File: config.mk
export PLATFORM = sky130hd
export DESIGN_NAME = bitwise_logic_unit
export DESIGN_NICKNAME = d
export VERILOG_FILES = /design/src/rtl/logic_pkg.sv /design/src/rtl/bitwise_logic_unit_and_reduce_tree.sv /design/src/rtl/bitwise_logic_unit.sv
export SDC_FILE = /design/constraint.sdc
export NUM_CORES = 1
export LEC_CHECK = 0
export BUFFER_PORTS_ARGS = -buffer_cell sky130_fd_sc_hd__buf_2
export CAP_MARGIN = 20
export CORE_ASPECT_RATIO = 1.25
export CORE_MARGIN = 1.5
export CORE_UTILIZATION = 40
export CTS_CLUSTER_DIAMETER = 50
export CTS_CLUSTER_SIZE = 16
export DETAILED_ROUTE_END_ITERATION = 6
export GPL_TIMING_DRIVEN = 0
export PLACE_DENSITY = 0.79
export SLEW_MARGIN = 10
export SYNTH_ARGS = -nofsm -noshare
export SYNTH_HDL_FRONTEND = slang
export SYNTH_SLANG_ARGS = --single-unit
File: constraint.sdc
create_clock -name clk -period 2.3 [get_ports clk]
set_input_delay 0.23 -clock clk [delete_from_list [all_inputs] [get_ports clk]]
set_output_delay 0.23 -clock clk [all_outputs]
set_load 0.01 [all_outputs]
File: src/rtl/logic_pkg.sv
// Shared constants and helpers for the bitwise logic slice of the execute stage.
package logic_pkg;

  localparam int DEFAULT_WIDTH = 64;

  localparam logic OP_AND = 1'b0;
  localparam logic OP_OR  = 1'b1;

  // Number of 4-input levels needed to reduce n inputs to one; n must be a power of 4.
  function automatic int log4(input int n);
    int levels;
    int rem;
    levels = 0;
    rem    = n;
    while (rem > 1) begin
      rem    = rem / 4;
      levels = levels + 1;
    end
    return levels;
  endfunction

  // Result flags captured alongside the selected result.
  typedef struct packed {
    logic zero;
    logic all_ones;
    logic negative;
  } flags_t;

endpackage

File: src/rtl/bitwise_logic_unit_and_reduce_tree.sv
// 4-ary AND reduction tree: WIDTH inputs collapse to one output over log4(WIDTH) levels.
module and_reduce_tree
  import logic_pkg::*;
#(
  parameter int WIDTH = DEFAULT_WIDTH
) (
  input  logic [WIDTH-1:0] in_i,
  output logic             out_o
);

  localparam int LEVELS = log4(WIDTH);

  for (genvar l = 0; l < LEVELS; l++) begin : g_lvl
    localparam int NODES = WIDTH >> (2 * (l + 1));
    logic [NODES-1:0] node_s;

    for (genvar n = 0; n < NODES; n++) begin : g_node
      if (l == 0) begin : g_leaf
        assign node_s[n] = &in_i[4*n +: 4];
      end else begin : g_inner
        assign node_s[n] = &g_lvl[l-1].node_s[4*n +: 4];
      end
    end
  end

  assign out_o = g_lvl[LEVELS-1].node_s[0];

endmodule

File: src/rtl/bitwise_logic_unit.sv
// Registered 64-bit AND/OR slice with zero, all-ones and negative flags; one-cycle latency.
module bitwise_logic_unit
  import logic_pkg::*;
#(
  parameter int WIDTH = DEFAULT_WIDTH
) (
  input  logic             clk,
  input  logic             reset_n,
  input  logic             in_valid,
  input  logic [WIDTH-1:0] A,
  input  logic [WIDTH-1:0] B,
  input  logic             op,
  output logic [WIDTH-1:0] result,
  output logic             zero,
  output logic             all_ones,
  output logic             negative,
  output logic             out_valid
);

  logic [WIDTH-1:0] and_s;
  logic [WIDTH-1:0] or_s;
  logic [WIDTH-1:0] sel_s;
  logic [WIDTH-1:0] sel_n_s;
  logic             zero_c_s;
  logic             ones_c_s;

  logic [WIDTH-1:0] result_d, result_q;
  flags_t           flags_d, flags_q;
  logic             valid_d, valid_q;

  for (genvar i = 0; i < WIDTH; i++) begin : g_bit
    assign and_s[i]   = A[i] & B[i];
    assign or_s[i]    = A[i] | B[i];
    assign sel_s[i]   = (op == OP_OR) ? or_s[i] : and_s[i];
    assign sel_n_s[i] = ~sel_s[i];
  end

  // Zero is an AND of the inverted result, so both flags share one tree shape.
  and_reduce_tree #(.WIDTH(WIDTH)) u_zero_tree (
    .in_i  (sel_n_s),
    .out_o (zero_c_s)
  );

  and_reduce_tree #(.WIDTH(WIDTH)) u_ones_tree (
    .in_i  (sel_s),
    .out_o (ones_c_s)
  );

  // Capture on valid input; otherwise hold result and flags and drop valid.
  always_comb begin
    result_d = result_q;
    flags_d  = flags_q;
    valid_d  = 1'b0;
    if (in_valid) begin
      result_d         = sel_s;
      flags_d.zero     = zero_c_s;
      flags_d.all_ones = ones_c_s;
      flags_d.negative = sel_s[WIDTH-1];
      valid_d          = 1'b1;
    end else begin
      result_d = result_q;
      flags_d  = flags_q;
      valid_d  = 1'b0;
    end
  end

  // Output register stage; reset clears everything including zero.
  always_ff @(posedge clk or negedge reset_n) begin
    if (!reset_n) begin
      result_q <= {WIDTH{1'b0}};
      flags_q  <= '{zero: 1'b0, all_ones: 1'b0, negative: 1'b0};
      valid_q  <= 1'b0;
    end else begin
      result_q <= result_d;
      flags_q  <= flags_d;
      valid_q  <= valid_d;
    end
  end

  assign result    = result_q;
  assign zero      = flags_q.zero;
  assign all_ones  = flags_q.all_ones;
  assign negative  = flags_q.negative;
  assign out_valid = valid_q;

endmodule

==> key figures, run 1 <==
Synthesis
  • YS warnings: 0
  • Mapped Nets: 607
  • Yosys top cell area share: 38.82%
  • Seq/Total Area, Yosys: 38.82%
  • Yosys top cell by area: dfrtp_1
  • Synth unique cells: 25
  • Synthesized area per cell: 9.093 um2
  • Synth Register Bits: 67
  • Syn Inst Count: 475
  • Synth Cell Area: 4319 um2
  • Synth top area cells: dfrtp_1 (39%), mux2_2 (8.3%), maj3_1 (7.4%)

Timing
  • Final hold violations: 0
  • RSZ-0062 raised after global routing: no
  • Post-Route Skew: 0 ns
  • Setup-failing EPs final: 0
  • Period Utilization, post-route: 80.65%
  • Final worst slack: 0.4450 ns
  • Final Max Tran Viols: 0
  • Fmax: 539.1 MHz
  • Slew Limit Headroom: 46.42%
  • Post-layout minimum cycle time: 1.855 ns
  • Slew at the pin with the worst max-slew slack: 0.8037 ns
  • Final setup TNS: 0 ns

Cells and area
  • Fill count: 973
  • Final Net Count: 818
  • Final instance area: 5804 um2
  • Layout area overhead: 34.39%
  • N_diodes: 0
  • Share of cells above drive strength 1: 36.61%

Hold path
  • Worst hold path type: in -> reg

Floorplanning
  • Die area: 11430 um2
  • Die width: 95.94 um
  • I/O pins: 200
  • Core region area: 10560 um2
  • Die H: 119.2 um
  • Rows: 42
  • Initial Util: 40.89%

Setup path
  • WS Path Type: in -> reg
  • Crit. End Element: flop
  • Critical path required time: 2.50 ns
  • Crit path max fanout: 10
  • Crit path launch type: input port
  • Worst EP arrival: 2.05 ns

CTS
  • Clock Latency Late Sink: 0.34 ns
  • Root Buffer: clkbuf_16
  • H-tree levels: 3
  • Clock-pin slew on the worst setup and hold paths: 0.06 ns
  • Sink Count: 67
  • CTS tree: done
  • Clock tree buffer depth: 2
  • Post-CTS sizing: 0
  • TritonCTS buffer count: 9

GRT
  • Global-route wire length before repair: 26510 um
  • Total gr overflow: 0
  • Largest net degree at the start of global routing: 42
  • GRT Util Overall: 31.08%
  • Number of global-route vias before repair: 5139
  • Initial antenna violation count: 0

Drt
  • DRT iter0 DRCs: 455
  • Remaining DRCs: 0
  • Routed length per placed instance: 21.57 um
  • Post-Route WL: 17750 um
  • DRT antenna net count: 0
  • DR vias: 5255
  • Initial DRT Pass Iterations: 5
  • DR vias/cell: 6.385

Place
  • DP Area: 5505 um2
  • Dpl hpwl: 13440 um
  • Port bufs: 198
  • Final GP Congestion: 0.8883
  • Pre-CTS WS: 0.1397 ns

Power
  • Leakage: 2.487 nW
  • Maximum VDD drop: 0.3633 mV
  • PD cells: 642.4 nW/um2

Outcome
  • Status: completed

Job
  • Max-Cap Viols: 0
[worst paths after layout]
path,startpoint,depth (start not counted),end,slack (ns)
worst max-delay path,in_valid,5,result[26]$_DFFE_PN0P_,0.44
worst min-delay path,in_valid,1,out_valid$_DFF_PN0_,0.01
worst max register to register,result[51]$_DFFE_PN0P_,1,result[51]$_DFFE_PN0P_,1.53
worst min register to register,result[42]$_DFFE_PN0P_,1,result[42]$_DFFE_PN0P_,0.50
max in group asynchronous,reset_n,3,result[21]$_DFFE_PN0P_,1.39
min in group asynchronous,reset_n,2,result[52]$_DFFE_PN0P_,0.35
[state kept, by name, indices dropped and copies added, names as in the netlist]
name and count:
result 63, zero 1, all_ones 1, negative 1, out_valid 1
[routing by layer]
layer	wire [um]	vias up	GRT usage, %
met5	0	-	0
met1	6472	2489	36.62
met2	8723	363	51.67
met3	1743	63	5.300
met4	814	0	18.47
li1	-	2340	-
[per-stage QoR]
step	total power, mW	utilization, %	hold WS [ns]	instances
5_1_grt	3.875	54.95	0.01569	823
4_1_cts	3.712	54.95	0.008936	823
2_1_floorplan	1.803	-	-0.06559	475
3_3_place_gp	2.288	51.84	0.3538	805
6_report	3.729	54.95	0.01216	823
3_5_place_dp	2.325	52.12	0.1844	806
[synth_stat cells, drive strengths merged]
library cell	count
a22oi	12
o21ai	38
a21oi	57
inv	34
o32ai	1
clkbuf	11
a221oi	7
maj3	32
o221ai	32
nand3	2
dfrtp	67
o22ai	36
nand4	31
mux2	32
or4	1
buf	12
nand2	28
nor4	38
or3	1
a222oi	1
nor2	1
nand3b	1
[placed cells by master, fill, tap and decap left out]
cell and n:
buf_2 203, dlygate4sd3_1 1, or4_1 1, buf_4 4
o22ai_1 36, inv_1 34, nand4_1 31, buf_16 1
a221oi_1 7, o21ai_0 38, a222oi_1 1, or3_1 1
mux2_2 32, nand3_1 2, a22oi_1 12, o32ai_1 1
clkbuf_1 15, clkbuf_16 9, bufinv_16 1, clkbuf_8 1
maj3_1 32, dfrtp_1 67, nand2_1 28, clkinv_2 1
o221ai_2 1, nor4_1 38, o221ai_1 31, a21oi_1 57
nand3b_1 1, nor2_1 1, buf_1 3
[where the power goes]
part / leakage, nW / total [mW] / internal, mW / switching [mW]
clock: 0.141 / 1.40 / 0.869 / 0.533
combinational: 1.54 / 0.943 / 0.389 / 0.554
sequential: 0.805 / 1.38 / 1.31 / 0.0710
total: 2.49 / 3.73 / 2.57 / 1.16
[what timing repair did]
item                                    CTS  global route
hold buffers                              1             0
buffers inserted                          0             0
endpoints found under the setup margin    0             0
hold endpoints to repair                 26             0
[cell families after synthesis]
kind of cell | Yosys count | share of synthesized area, %
buf+inv | 57 | 5.388
simple gates | 103 | 13.24
compound gates | 184 | 26.80
mux | 32 | 8.343
fa+ha+maj | 32 | 7.416
flops | 67 | 38.82
[worst max-delay path: stages]
cell and delay, ns:
buf_2 0.09, clkbuf_1 0.31, clkbuf_1 0.65, clkbuf_1 0.57
o22ai_1 0.20
[layout make-up]
| cell class | instances | area (um2) | share of cell area (%) |
|---|---|---|---|
| Buffer | 23 | 105.1 | 1.811 |
| Clock buffer | 14 | 254.0 | 4.376 |
| Clock inverter | 2 | 35.03 | 0.6036 |
| Inverter | 34 | 127.6 | 2.199 |
| Multi-Input combinational cell | 351 | 2410 | 41.52 |
| Sequential cell | 67 | 1677 | 28.89 |
| Tap cell | 132 | 165.2 | 2.845 |
| Timing Repair Buffer | 200 | 1031 | 17.76 |
(Power assumes the default switching activity.)
==> run 2: changes to the inputs <==
--- a/config.mk
+++ b/config.mk
@@ -5,6 +5,7 @@
 export SDC_FILE = /design/constraint.sdc
 export NUM_CORES = 1
 export LEC_CHECK = 0
+export ABC_AREA = 1
 export BUFFER_PORTS_ARGS = -buffer_cell sky130_fd_sc_hd__buf_2
 export CAP_MARGIN = 20
 export CORE_ASPECT_RATIO = 1.25
@@ -14,7 +15,7 @@
 export CTS_CLUSTER_SIZE = 16
 export DETAILED_ROUTE_END_ITERATION = 6
 export GPL_TIMING_DRIVEN = 0
-export PLACE_DENSITY = 0.79
+export PLACE_DENSITY = 0.83
 export SLEW_MARGIN = 10
 export SYNTH_ARGS = -nofsm -noshare
 export SYNTH_HDL_FRONTEND = slang
==> constraint.sdc (replaced) <==
create_clock -name clk -period 1.5 [get_ports clk]
set_input_delay 0.15 -clock clk [delete_from_list [all_inputs] [get_ports clk]]
set_output_delay 0.15 -clock clk [all_outputs]
set_load 0.01 [all_outputs]
==> run 2 against run 1 <==
Against the previous run: register-to-register slack got worse by 0.71 ns; highest routed layer unchanged; critical endpoint is now zero$_DFFE_PN0P_; via count down 13%; non-clock buffer count did not move; largest power group is now sequential cells; clock power increased by 40%; largest cell class unchanged; synthesized cell count is 37% higher; area after synthesis decreased by 4.5%; sequential power grew 51%; count of clock-buffer cells in the layout fell by 1; clock skew unchanged; setup slack got worse by 0.18 ns; sequential share of layout area up 1.1 points; cell area decreased by 3.6%.
==> key figures, run 2 <==
Cells and area
  • Final non-filler cell total: 995
  • Commonest non-fill, non-tap cell in the layout: nand2_1
  • Layout area overhead: 35.63%
  • Final Net Count: 994
  • Final Util: 55.66%
  • Max FFs per register: 63
  • Final instance area: 5597 um2
  • Share of cells above drive strength 1: 28.75%
  • Commonest cells after routing, fill and taps aside: nand2_1 (320), buf_2 (203), dfrtp_1 (67)
  • N_diodes: 0

Setup path
  • Crit path launch type: input port
  • Worst EP arrival: 1.48 ns
  • Critical path required time: 1.75 ns
  • Worst setup startpoint: op
  • R2r startpoint: result[55]$_DFFE_PN0P_
  • Crit path max fanout: 10
  • WS Path Type: in -> reg
  • Crit. End Element: flop

GRT
  • Number of global-route vias before repair: 4240
  • Initial antenna violation count: 0
  • Largest net degree at the start of global routing: 43
  • GRT Util Overall: 23.61%
  • Total gr overflow: 0
  • Global-route wire length before repair: 19770 um

Floorplanning
  • Core region area: 10050 um2
  • Die H: 116.6 um
  • I/O pins: 200
  • Initial Util: 41.04%
  • Rows: 41
  • Die area: 10940 um2
  • Die width: 93.85 um

Synthesis
  • Largest family of logic cells by synthesized area: simple AND/OR/NAND/NOR gates
  • Synthesized area per cell: 6.348 um2
  • Synth Register Bits: 67
  • Synth Area in Compound Gates: 11.31%
  • Async SR Flop Fraction: 100.0%
  • Post-synthesis adder-cell area fraction: 0%
  • Synth Area in XOR/XNOR: 0%
  • Multiplexer area fraction after synthesis: 0%
  • Yosys top cell area share: 40.63%
  • Syn Inst Count: 650
  • YS warnings: 0
  • Synth unique cells: 20
  • Yosys top cell by area: dfrtp_1
  • Synth top area cells: dfrtp_1 (41%), nand2_1 (29%), o21ai_0 (7.9%)
  • Top post-synthesis cells by count: nand2_1 (320), dfrtp_1 (67), o21ai_0 (65)
  • Synth Cell Area: 4126 um2
  • Seq/Total Area, Yosys: 40.63%
  • Most frequent cell after synthesis: nand2_1
  • Mapped Nets: 782
  • Most used DFF post-synth: dfrtp_1
  • Number of synthesized flops with an enable pin: 0
  • Post-Synth Simple-Gate Area: 38.66%

Drt
  • DR vias: 4553
  • Remaining DRCs: 0
  • Routed length per placed instance: 12.43 um
  • Post-Route WL: 12360 um
  • DR vias/cell: 4.576
  • DRT antenna net count: 0
  • DRT iter0 DRCs: 217
  • Initial DRT Pass Iterations: 4

Power
  • Total power: 5.262 mW
  • PD cells: 940.3 nW/um2
  • Maximum VDD drop: 0.4370 mV
  • Leakage: 3.246 nW

Timing
  • Post-Route Skew: 0 ns
  • Setup-failing EPs final: 0
  • Slew Limit Headroom: 69.20%
  • WHS: 0.02275 ns
  • Final hold violations: 0
  • RSZ-0062 raised after global routing: no
  • Final Max Tran Viols: 0
  • Period Utilization, post-route: 82.26%
  • Fmax: 810.4 MHz
  • Post-layout minimum cycle time: 1.234 ns
  • Final worst slack: 0.2660 ns
  • Final setup TNS: 0 ns
  • Slew at the pin with the worst max-slew slack: 0.4620 ns

Hold path
  • Worst Hold Launch: in_valid
  • Worst hold path type: in -> reg

CTS
  • Post-CTS Hold Buffers: 1
  • Clock Latency Late Sink: 0.32 ns
  • Sink Count: 67
  • CTS tree: done
  • Postcts setup bufs: 0
  • Clock tree buffer depth: 2
  • Clock-pin slew on the worst setup and hold paths: 0.05 ns
  • H-tree levels: 3
  • Post-CTS sizing: 0
  • Root Buffer: clkbuf_16
  • TritonCTS buffer count: 9

Place
  • Dpl hpwl: 9807 um
  • Placed Instances: 979
  • Pre-CTS WS: -0.07539 ns
  • Port bufs: 199
  • DP Area: 5306 um2
  • Final GP Congestion: 0.8101

Job
  • Max-Cap Viols: 0

Outcome
  • Status: completed
## run 2: changes by cell type after synthesis, moves of 27 or more
cell / previous run / this run
nand2_1: 28 / 320
mux2_2: 32 / 0
nor2_1: 1 / 60
inv_1: 34 / 63
a21oi_1: 57 / 6
nor4_1: 38 / 0
o221ai_1: 31 / 0
o22ai_1: 36 / 0
o21ai_0: 38 / 65
maj3_1: 32 / 0
## run 2: worst max-delay path: stages
cell	delay (ns)
buf_2	0.13
inv_4	0.11
buf_6	0.18
nand2_1	0.06
o21ai_1	0.14
nand2_1	0.09
nor2_1	0.13
nand2_1	0.09
nor2_1	0.19
nand2_1	0.07
o21ai_1	0.13
## run 2: final cells by class
class / instances / area (um2)
plain buffers: 22 / 145.1
clock buffers: 13 / 270.3
clock inverters: 2 / 10.01
fillers: 1056 / 4458
inverters: 64 / 242.7
multi-input cells: 497 / 2062
flip-flops and latches: 67 / 1677
well taps: 129 / 161.4
repair buffers: 201 / 1028
## run 2: logic make-up (layout without fill, tap and decap cells)
kind of cell	count (synthesis)	in the layout
buf+inv	86	302
flops	67	67
compound gates	89	89
simple gates	408	408
## run 2: final timing paths
check / endpoint / slack, ns / cells after the start
max in group asynchronous: result[36]$_DFFE_PN0P_ / 0.68 / 3
worst min-delay path: out_valid$_DFF_PN0_ / 0.02 / 1
worst max register to register: result[55]$_DFFE_PN0P_ / 0.82 / 1
worst max-delay path: zero$_DFFE_PN0P_ / 0.27 / 11
worst min register to register: result[31]$_DFFE_PN0P_ / 0.47 / 2
min in group asynchronous: out_valid$_DFF_PN0_ / 0.28 / 2
## run 2: per-layer routing
| layer | routed length (um) | track usage, % | up-vias | share of wire [%] |
|---|---|---|---|---|
| met5 | 0 | 0 | - | 0 |
| met4 | 112 | 7.562 | 0 | 0.91 |
| met3 | 585 | 3.581 | 6 | 4.7 |
| met2 | 6453 | 43.00 | 128 | 52 |
| met1 | 5213 | 28.48 | 2003 | 42 |
| li1 | - | - | 2416 | - |
## run 2: where the power goes
part / switching, mW / internal (mW)
clock: 0.717 / 1.24
sequential: 0.0990 / 2.00
combinational: 0.715 / 0.498
total: 1.53 / 3.73
==> run 3: changes to the inputs <==
==> constraint.sdc (replaced) <==
create_clock -name clk -period 1.1 [get_ports clk]
set_input_delay 0.11 -clock clk [delete_from_list [all_inputs] [get_ports clk]]
set_output_delay 0.11 -clock clk [all_outputs]
set_load 0.01 [all_outputs]
==> run 3 against run 2 <==
Against the previous run: sequential share of layout area is 1.2 points lower; first-iteration DRC count up 5.1%; non-clock buffer count grew 4; cell count is 0.50% higher; total power increased by 39%; wire length is 3.5% higher; global-route usage rose by 0.15 points; critical path depth is the same.
==> key figures, run 3 (synthesized netlist as in run 2, its figures left out) <==
Place
  • DP Area: 5306 um2
  • Final GP Congestion: 0.8101
  • Dpl hpwl: 9807 um
  • Port bufs: 199

Timing
  • Slew Limit Headroom: 68.31%
  • Slew at the pin with the worst max-slew slack: 0.4754 ns
  • Fmax: 1008 MHz
  • Period Utilization, post-route: 90.22%
  • Final setup TNS: 0 ns
  • Setup-failing EPs final: 0
  • RSZ-0062 raised after global routing: no
  • Post-layout minimum cycle time: 0.9924 ns
  • Final Max Tran Viols: 0
  • WHS: 0.08704 ns
  • Post-Route Skew: 0 ns
  • Final hold violations: 0

Cells and area
  • Register area: 1677 um2
  • Layout area overhead: 41.51%
  • Final Util: 58.08%
  • Commonest cells after routing, fill and taps aside: nand2_1 (313), buf_2 (199), dfrtp_1 (67)
  • Commonest non-fill, non-tap cell in the layout: nand2_1
  • Final instance area: 5839 um2
  • Fill count: 1030
  • Final Net Count: 999
  • Max FFs per register: 63
  • N_diodes: 0
  • Share of cells above drive strength 1: 31.80%
  • Multi-input gate area: 2133 um2

Floorplanning
  • Die H: 116.6 um
  • Die area: 10940 um2
  • Rows: 41
  • Initial Util: 41.04%
  • Core region area: 10050 um2
  • Die width: 93.85 um
  • I/O pins: 200

Setup path
  • CP max-delay cell: buf_12
  • Crit path max fanout: 10
  • Delay-heaviest family, CP: simple AND/OR/NAND/NOR gates
  • Crit. End Element: flop
  • Crit-path max cell delay: 0.14 ns
  • Critical path required time: 1.35 ns
  • CP Depth: 11
  • Critical path, cell by cell: buf_6, clkinv_8, buf_12, nand2_1, o21ai_2, nand2_1, nor2_2, nand2_1, nor2_2, nand2_1, o21ai_1
  • Reg2Reg Setup Slack: 0.31 ns
  • WS Path Type: in -> reg
  • CP bufs+invs: 3
  • Register-to-Register Path Depth: 3
  • Crit path launch type: input port
  • Most frequent CP cell: nand2_1
  • Worst EP arrival: 1.24 ns

Drt
  • DRT antenna net count: 0
  • DR vias/cell: 4.662
  • Post-Route WL: 12800 um
  • Initial DRT Pass Iterations: 6
  • Routed length per placed instance: 12.80 um
  • DR vias: 4662
  • Remaining DRCs: 0
  • DRT iter0 DRCs: 228

CTS
  • Sink Count: 67
  • Clock tree buffer depth: 2
  • Root Buffer: clkbuf_16
  • TritonCTS buffer count: 9
  • CTS tree: done
  • Clock-pin slew on the worst setup and hold paths: 0.05 ns
  • H-tree levels: 3
  • Clock Latency Late Sink: 0.32 ns

Power
  • Maximum VDD drop: 0.6076 mV
  • PD cells: 1250 nW/um2
  • Leakage: 3.325 nW

GRT
  • Number of global-route vias before repair: 4317
  • GRT Util Overall: 23.77%
  • Initial antenna violation count: 0
  • Total gr overflow: 0
  • Global-route wire length before repair: 19930 um
  • Largest net degree at the start of global routing: 43

Hold path
  • Worst hold path type: in -> reg
  • Hold Path Depth: 3

Outcome
  • Status: completed

Job
  • Max-Cap Viols: 0
run 3: cell types whose count changed in the layout (fill, tap and decap cells not counted), moves of 2 or more:
cell	change
nor2_1	-10
nor2_2	+10
nand2_1	-7
nand2_2	+7
buf_12	+6
buf_2	-4
buf_6	-4
o21ai_1	-4
o21ai_2	+4
clkbuf_16	+3
clkbuf_4	+2
run 3: final cells by class:
class,count,share of cell area (%)
multi-input combinational,497,36.53
clock inverter,2,0.1714
inverter,64,4.328
buffer,21,3.343
clock buffer,13,4.628
tap,129,2.764
timing repair buffer,206,19.41
sequential,67,28.71
timing repair inverter,1,0.1071
run 3: what timing repair did:
action                                  in CTS  in global routing
cloned                                       0                  4
endpoints found under the hold margin       26                  0
resized for setup                           11                 35
hold buffers                                 2                  0
endpoints found under the setup margin       2                  9
pin swaps                                    2                 10
setup buffers                                0                  1
run 3: stage by stage:
step                cells  total power, mW  setup WS, ns
finish               1000            7.299        0.1076
global route         1000            7.732      0.006748
CTS                   996            7.280     -0.006193
detailed placement    979            4.555       -0.4354
global placement      978            4.499       -0.3998
floorplan             650            3.728        0.1218
run 3: metal layers:
metal  up-vias  part of all wire [%]  GRT usage (%)
met5         -                     0              0
met4         0                   1.9          8.358
met3        20                   5.5          3.906
met2       161                    52          43.24
met1      2050                    41          28.19
li1       2431                     -              -
run 3: final timing paths:
| path | end | startpoint |
|---|---|---|
| worst min register to register | result[31]$_DFFE_PN0P_ | result[31]$_DFFE_PN0P_ |
| worst max-delay path | zero$_DFFE_PN0P_ | op |
| worst min-delay path | result[2]$_DFFE_PN0P_ | in_valid |
| worst max register to register | negative$_DFFE_PN0P_ | negative$_DFFE_PN0P_ |
| max in group asynchronous | result[27]$_DFFE_PN0P_ | reset_n |
| min in group asynchronous | out_valid$_DFF_PN0_ | reset_n |
run 3: power breakdown:
| group | switching (mW) | internal, mW |
|---|---|---|
| logic | 1.02 | 0.747 |
| registers | 0.135 | 2.72 |
| clock network | 0.989 | 1.69 |
| total | 2.14 | 5.16 |
run 3: tightest hold or removal path, stage by stage:
cell and delay (ns):
buf_2 0.14, nand2_1 0.07, nand2_1 0.05
